<file path="config.mk">
export PLATFORM = sky130hd
export DESIGN_NAME = key_sw_sampler
export DESIGN_NICKNAME = d
export VERILOG_FILES = /design/src/rtl/key_sw_sampler_pkg.sv /design/src/rtl/key_sw_sampler_sync_2ff.sv /design/src/rtl/key_sw_sampler.sv
export SDC_FILE = /design/constraint.sdc
export NUM_CORES = 1
export LEC_CHECK = 0
export ABC_AREA = 1
export ABC_CLOCK_PERIOD_IN_PS = 1920
export CAP_MARGIN = 20
export CORE_ASPECT_RATIO = 1.4
export CORE_MARGIN = 2
export CORE_UTILIZATION = 57
export CTS_BUF_LIST = sky130_fd_sc_hd__clkbuf_2
export DETAILED_ROUTE_END_ITERATION = 7
export DONT_BUFFER_PORTS = 1
export PLACE_DENSITY = 0.75
export SLEW_MARGIN = 20
export SYNTH_ARGS = -nofsm -noshare
export SYNTH_HDL_FRONTEND = slang
export SYNTH_HIERARCHICAL = 1
export SYNTH_SLANG_ARGS = --single-unit
</file>
<file path="constraint.sdc">
create_clock -name clk -period 1.92 [get_ports clk]
set_input_delay 0.384 -clock clk [delete_from_list [all_inputs] [get_ports clk]]
set_output_delay 0.384 -clock clk [all_outputs]
set_load 0.02 [all_outputs]
</file>
<file path="src/rtl/key_sw_sampler_pkg.sv">
// Shared types and defaults for the key/switch input-conditioning stage.
package key_sw_sampler_pkg;

   typedef enum logic [2:0] {
      StIdle     = 3'd0,
      StPress    = 3'd1,
      StIssue    = 3'd2,
      StWaitDone = 3'd3,
      StRelease  = 3'd4
   } state_t;

   localparam int unsigned SwWDefault            = 9;
   localparam int unsigned DebounceCyclesDefault = 1_000_000;
   localparam int unsigned CntWDefault           = 20;

endpackage

</file>
<file path="src/rtl/key_sw_sampler_sync_2ff.sv">
// Two-flop synchroniser with a configurable reset level.
module key_sw_sampler_sync_2ff #(
   parameter int unsigned        Width    = 1,
   parameter logic [Width-1:0]   ResetVal = '0
) (
   input  logic             clk,
   input  logic             rst_n,
   input  logic [Width-1:0] d,
   output logic [Width-1:0] q
);

   logic [Width-1:0] meta;

   always_ff @(posedge clk or negedge rst_n) begin
      if (!rst_n) begin
         meta <= ResetVal;
         q    <= ResetVal;
      end else begin
         meta <= d;
         q    <= meta;
      end
   end

endmodule

</file>
<file path="src/rtl/key_sw_sampler.sv">
// Synchronises key/switches, debounces the key and issues one start pulse per press,
// locking out further presses until the downstream network reports completion.
module key_sw_sampler
   import key_sw_sampler_pkg::*;
#(
   parameter int unsigned SW_W            = SwWDefault,
   parameter int unsigned DEBOUNCE_CYCLES = DebounceCyclesDefault,
   parameter int unsigned CNT_W           = CntWDefault
) (
   input  logic            clk,
   input  logic            rst_n,
   input  logic            key,
   input  logic [SW_W-1:0] sw,
   input  logic            finish,
   output logic            start,
   output logic [SW_W-1:0] sw_latched,
   output logic            busy
);

   localparam logic [CNT_W-1:0] CntMax = CNT_W'(DEBOUNCE_CYCLES);

   logic            key_sync;
   logic            key_s;
   logic            key_s_prev;
   logic [SW_W-1:0] sw_s;
   logic [CNT_W-1:0] cnt;
   logic            finish_prev;
   logic            stable;
   logic            stable_press;
   logic            stable_release;
   logic            finish_rise;
   state_t          state;

   key_sw_sampler_sync_2ff #(
      .Width    (1),
      .ResetVal (1'b1)
   ) u_key_sync (
      .clk   (clk),
      .rst_n (rst_n),
      .d     (key),
      .q     (key_sync)
   );

   key_sw_sampler_sync_2ff #(
      .Width    (SW_W),
      .ResetVal ({SW_W{1'b0}})
   ) u_sw_sync (
      .clk   (clk),
      .rst_n (rst_n),
      .d     (sw),
      .q     (sw_s)
   );

   assign key_s          = ~key_sync;
   assign stable         = (cnt == CntMax);
   assign stable_press   = stable & key_s;
   assign stable_release = stable & ~key_s;
   assign finish_rise    = finish & ~finish_prev;

   // Any change of the synchronised key restarts the stability count.
   always_ff @(posedge clk or negedge rst_n) begin
      if (!rst_n) begin
         key_s_prev  <= 1'b0;
         finish_prev <= 1'b0;
         cnt         <= '0;
      end else begin
         key_s_prev  <= key_s;
         finish_prev <= finish;
         if (key_s != key_s_prev) begin
            cnt <= '0;
         end else if (!stable) begin
            cnt <= cnt + CNT_W'(1);
         end
      end
   end

   always_ff @(posedge clk or negedge rst_n) begin
      if (!rst_n) begin
         state      <= StIdle;
         start      <= 1'b0;
         busy       <= 1'b0;
         sw_latched <= '0;
      end else begin
         start <= 1'b0;
         case (state)
            StIdle: begin
               if (key_s) state <= StPress;
            end
            StPress: begin
               if (!key_s) begin
                  state <= StIdle;
               end else if (stable_press) begin
                  state      <= StIssue;
                  start      <= 1'b1;
                  busy       <= 1'b1;
                  sw_latched <= sw_s;
               end
            end
            StIssue: begin
               state <= StWaitDone;
            end
            StWaitDone: begin
               // Key activity is deliberately ignored until completion.
               if (finish_rise) begin
                  state <= StRelease;
                  busy  <= 1'b0;
               end
            end
            StRelease: begin
               if (stable_release) state <= StIdle;
            end
            default: begin
               state <= StIdle;
               busy  <= 1'b0;
            end
         endcase
      end
   end

endmodule

</file>
* Word-level counts from Yosys, hierarchy flattened
Index checks and enable logic that the tools add are counted.
W data, S select, Z words.
** Word-level totals
- Bits in registers :: 56
- Input port bits :: 13
** Operators by class
- $add $sub $neg :: 1
- Equality and inequality tests :: 13
- Multiplexer cells :: 15
- Bitwise operators :: 6
- Reductions and logical operators :: 5
** Operators with widths (count)
- $mux W20 :: 2
- $add A20 B1 Y20 const B :: 1
- $eq A20 B20 Y1 const B :: 1
- $mux W3 :: 5
- $pmux W3 S5 :: 1
- $ne A2 B2 Y1 const B :: 5
- $reduce_and A4 Y1 :: 2
- $eq A3 B2 Y1 const B :: 2
- $mux W1 :: 6
- $and A1 B1 Y1 :: 3
- $eq A3 B1 Y1 const B :: 1
- $eq A3 B3 Y1 const B :: 1
- $logic_not A3 Y1 :: 1
- $ne A3 B2 Y1 const B :: 1
- $not A1 Y1 :: 3
- $pmux W1 S3 :: 1
- $reduce_and A3 Y1 :: 1
- $reduce_or A3 Y1 :: 1
- $ne A2 B1 Y1 const B :: 1
- $ne A1 B1 Y1 :: 1

* Logic depth before layout (Yosys ltp)
- Word-level depth :: 5
- Mapped depth :: 9
- Gate-level depth less buffers :: 9

* Modules after synthesis
The synthesis kept the hierarchy.
** By module, submodules not included
- key_sw_sampler :: instances 1, cells an instance 253, area an instance 1900.6 um^2, sequential area each 900.9 um^2
- key_sw_sampler_sync_2ff at u_sw_sync :: instances 1, cells an instance 18, area an instance 450.4 um^2, sequential area each 450.4 um^2
- key_sw_sampler_sync_2ff at u_key_sync :: instances 1, cells an instance 2, area an instance 52.6 um^2, sequential area each 52.6 um^2

* Least setup slack after synthesis
No wires, ideal clock.
- Path type :: register to register
- From :: register cnt[0]
- To :: register state[0]
- Arrival time :: 1.384 ns
- Slack :: 0.471 ns
- Cell stages (with the launch flop) :: 9
- Path buffers :: 0
- Period minus slack after synthesis :: 1.449 ns
- Cells stage by stage :: dfrtp_1 > inv_1 > ha_1 > nand3_1 > nor2_2 > nand3_2 > a21oi_2 > nand3_1 > nand2_1
** On the way
- Longest elaborated chain between the ends :: 4
** Ends and longest elaborated chain
- start: declaration :: RTL line key_sw_sampler.sv:26 : logic [CNT_W-1:0] cnt;
- start signal: assignment :: RTL line key_sw_sampler.sv:72 : cnt <= cnt + CNT_W'(1);
- $eq A20 B20 Y1 * :: RTL line key_sw_sampler.sv:55 : assign stable = (cnt == CntMax);
- $and A1 B1 Y1 (on tied branches) :: RTL line key_sw_sampler.sv:56, key_sw_sampler.sv:57
- $ne A3 B2 Y1 (no line) or $ne A2 B2 Y1 (tied branches)
- $reduce_and A4 Y1 (no line) *
- end signal: assignment :: RTL line key_sw_sampler.sv:79 : state <= StIdle;
- end signal: assignment :: RTL line key_sw_sampler.sv:87 : if (key_s) state <= StPress;
- end signal: assignment :: RTL line key_sw_sampler.sv:91 : state <= StIdle;
- end: declaration :: RTL line key_sw_sampler.sv:32 : state_t state;
Every way passes the cells marked *; elsewhere a longest branch is shown, timed or not.
A chain may end at the register's enable or synchronous reset.

* Worst setup path after layout
- From :: register cnt[0]
- To :: register sw_latched[2]
** On the way
- Longest elaborated chain between the ends :: 3
** Ends and longest elaborated chain
- $eq A20 B20 Y1 :: RTL line key_sw_sampler.sv:55
- $and A1 B1 Y1 :: RTL line key_sw_sampler.sv:56 : assign stable_press = stable & key_s;
- $reduce_and A3 Y1 (no line)
- end signal: assignment :: RTL line key_sw_sampler.sv:96 : sw_latched <= sw_s;
- end: declaration :: RTL line key_sw_sampler.sv:16 : output logic [SW_W-1:0] sw_latched,
Every way passes these cells.

==> run summary <==
Total Power = 2.07 mW
Num rows = 27
Via Count = 1756
Status = finished, violations left
Number of global-route vias before repair = 1741
Clock share of power = 0.223
Post-Syn Area per Cell = 8.80 µm²
Final setup viols = 0
Final non-filler cell total = 336
Total track usage = 0.202
Initial Utilization = 0.603
Hold Crit Class = input port to flop
Final core area utilization = 0.665
Syn nets = 288
NetSw = 0.608 mW
Least-Margin Pin Slew = 0.460 ns
Flop pwr share = 0.623
Crit end category = flop
CTS clk-pin slew, worst paths = 0.27 ns
Root Driver = clkbuf_2
Lkg Pwr = 1.34 nW
Max Clk Rate = 571 MHz
Die Ht = 80.8 µm
Via/cell ratio = 5.23
Worst-skew pair later-pin latency = 0.46 ns
H-tree depth = 2
Comb power frac = 0.154
PD cells = 781 nW/µm²
Routed WL = 4380 µm
Nets = 307
Unrepaired setup endpoints after global routing = false
Critical Path AT = 2.18 ns
Syn. warnings = 6
Yosys top cell by area = dfrtp_1
First-pass GRT wire length = 7220 µm
Ports = 24
Int Pwr = 1.46 mW
Setup TNS = 0 ns
Die area = 4760 µm²
DP Cell Count = 315
Setup Fix Bufs, Post-CTS = 0
Antenna violations before repair = 0
Dpl ws = 0.210 ns
Max Buffers Root-to-Sink = 2
Antenna cells = 0
Max Cap Viol = 0
Fin crit period = 1.75 ns
Unique masters post-synth = 26
CP required = 2.35 ns
Die W = 58.9 µm
CP Class = flop to flop
Antenna violation net count after detailed routing = 0
Synthesized area = 2400 µm²
Setup ws final = 0.168 ns
Post-synthesis cell count = 273
Peak VDD IR = 0.387 mV
Fin. Hold Viols = 0
HPWL Detailed = 2960 µm
Failing checks = DRC
CP Max Fanout = 11
Largest net degree at the start of global routing = 57
Wire per inst = 13.0 µm
Sw Ratio = 0.294
Core area = 3990 µm²
TritonRoute pass-1 iters = 6
Slew margin rel. = 0.691
PortBufs = 0
Grt ovf = 0
Clk_skew = 0.0112 ns
Synth area leaders = dfrtp_1 56%, nand2_1 13%, inv_1 5.3%, nor2_1 4.5%, nand3_1 3.3%
DRC = 6
1st-iter DRT viols = 71
Crit path launch type = flop
Crit share post-route = 0.912
Num CTS Buffers = 5
# clock sinks = 56
GP Congestion = 0.871
Sequential fraction of the synthesis area = 0.584
Area Growth Syn to Fin = 10.3%
Slew Viols, Final = 0
Share of layout cells above drive strength 1 = 0.106
CTS tree = yes
FF+latch count, synth = 56
Synth top area share = 0.562
-- cells in the final DEF, fill, tap and decap left out, drive strengths merged --
| cell | synthesis | final |
|---|---|---|
| o21ai | 9 | 9 |
| dfstp | 2 | 2 |
| clkinvlp | 0 | 1 |
| nand3 | 18 | 18 |
| dlygate4sd3 | 0 | 12 |
| xor2 | 2 | 2 |
| a21oi | 12 | 12 |
| ha | 2 | 2 |
| clkinv | 1 | 2 |
| nor3b | 1 | 1 |
| o31ai | 1 | 1 |
| buf | 2 | 2 |
| nor3 | 9 | 9 |
| nand2 | 84 | 84 |
| nor2 | 35 | 35 |
| inv | 37 | 37 |
| dfrtp | 54 | 54 |
| nand4 | 4 | 4 |
| clkbuf | 0 | 6 |
-- registers in the layout, summed over array words and instances, names as in the netlist --
name,cells
busy,1
u_key_sync/q,1
key_s_prev,1
sw_latched,9
start,1
u_sw_sync/meta,9
state,3
u_sw_sync/q,9
u_key_sync/meta,1
cnt,20
finish_prev,1
-- cell type report --
cell class / count / area [µm²]
multi-input cells: 177 / 847
clock inverters: 2 / 16.3
repair buffers: 14 / 155
fillers: 311 / 1340
flip-flops and latches: 56 / 1400
clock buffers: 6 / 30.0
well taps: 43 / 53.8
inverters: 38 / 144
-- worst max-delay path, stage by stage, from the launching register on --
cell and delay [ns]:
dfrtp_1 0.48, inv_1 0.16, ha_1 0.18, nand3_1 0.12, nor3b_2 0.28, nand3_4 0.19
clkinv_2 0.17, nand2_1 0.08, nand2_1 0.07
-- synthesized netlist by cell type --
| cell type | count |
|---|---|
| nor2_4 | 2 |
| buf_6 | 1 |
| dfrtp_1 | 54 |
| dfstp_2 | 2 |
| o31ai_1 | 1 |
| buf_2 | 1 |
| inv_2 | 3 |
| nand4_2 | 1 |
| nand4_1 | 3 |
| xor2_2 | 1 |
| clkinv_2 | 1 |
| nor3_1 | 7 |
| o21ai_0 | 9 |
| nor3b_2 | 1 |
| a21oi_2 | 1 |
| a21oi_1 | 11 |
| xor2_1 | 1 |
| nor3_2 | 2 |
| ha_1 | 2 |
| nor2_2 | 4 |
| nand3_2 | 2 |
| nand2_2 | 1 |
| nor2_1 | 29 |
| nand2_1 | 83 |
| inv_1 | 34 |
| nand3_1 | 16 |
-- kinds of logic after synthesis --
group | after synthesis | share of synthesized area
XOR/XNOR | 2 | 0.0104
buffers and inverters | 40 | 0.0666
AO/OA/AOI/OAI | 22 | 0.0484
AND/OR/NAND/NOR | 151 | 0.280
adder cells (fa/ha/maj) | 2 | 0.0104
flip-flops | 56 | 0.584
-- power by group through the flow --
stage	clock (mW)	sequential, mW	combinational [mW]
6_report	0.462	1.29	0.318
5_1_grt	0.513	1.30	0.362
4_1_cts	0.466	1.29	0.317
3_5_place_dp	0	1.31	0.264
3_3_place_gp	0	1.31	0.261
2_1_floorplan	0	1.30	0.218
-- path summary, 6_finish.rpt --
kind	slack [ns]	depth (start not counted)	start	to
min reg2reg	0.39	0	u_sw_sync/meta[7]	u_sw_sync/q[7]
max	0.17	8	cnt[0]	sw_latched[2]
max in group asynchronous	1.25	2	rst_n	u_key_sync/q
max reg2reg	0.17	8	cnt[0]	sw_latched[2]
min in group asynchronous	0.39	2	rst_n	cnt[4]
min	0.15	3	finish	state[1]
-- per-stage QoR --
| stage | hold slack, ns | area, µm² |
|---|---|---|
| after floorplan | 0.0884 | 2400 |
| after global placement | 0.0895 | 2450 |
| after detailed placement | 0.0898 | 2450 |
| after CTS | 0.150 | 2640 |
| after global routing | 0.142 | 2650 |
| final | 0.154 | 2650 |
-- timing repair --
item / in CTS / in global routing
resized for setup: 0 / 1
endpoints found under the hold margin: 67 / 0
hold buffers: 13 / 0
setup endpoints to repair: 0 / 8
-- metal layers --
| metal | share of wire | global-route usage |
|---|---|---|
| met3 | 0.030 | 0.0446 |
| met1 | 0.40 | 0.217 |
| met5 | 0 | 0 |
| met4 | 0.021 | 0.0818 |
| met2 | 0.54 | 0.373 |
No activity file was read; power rests on OpenSTA's default activity.
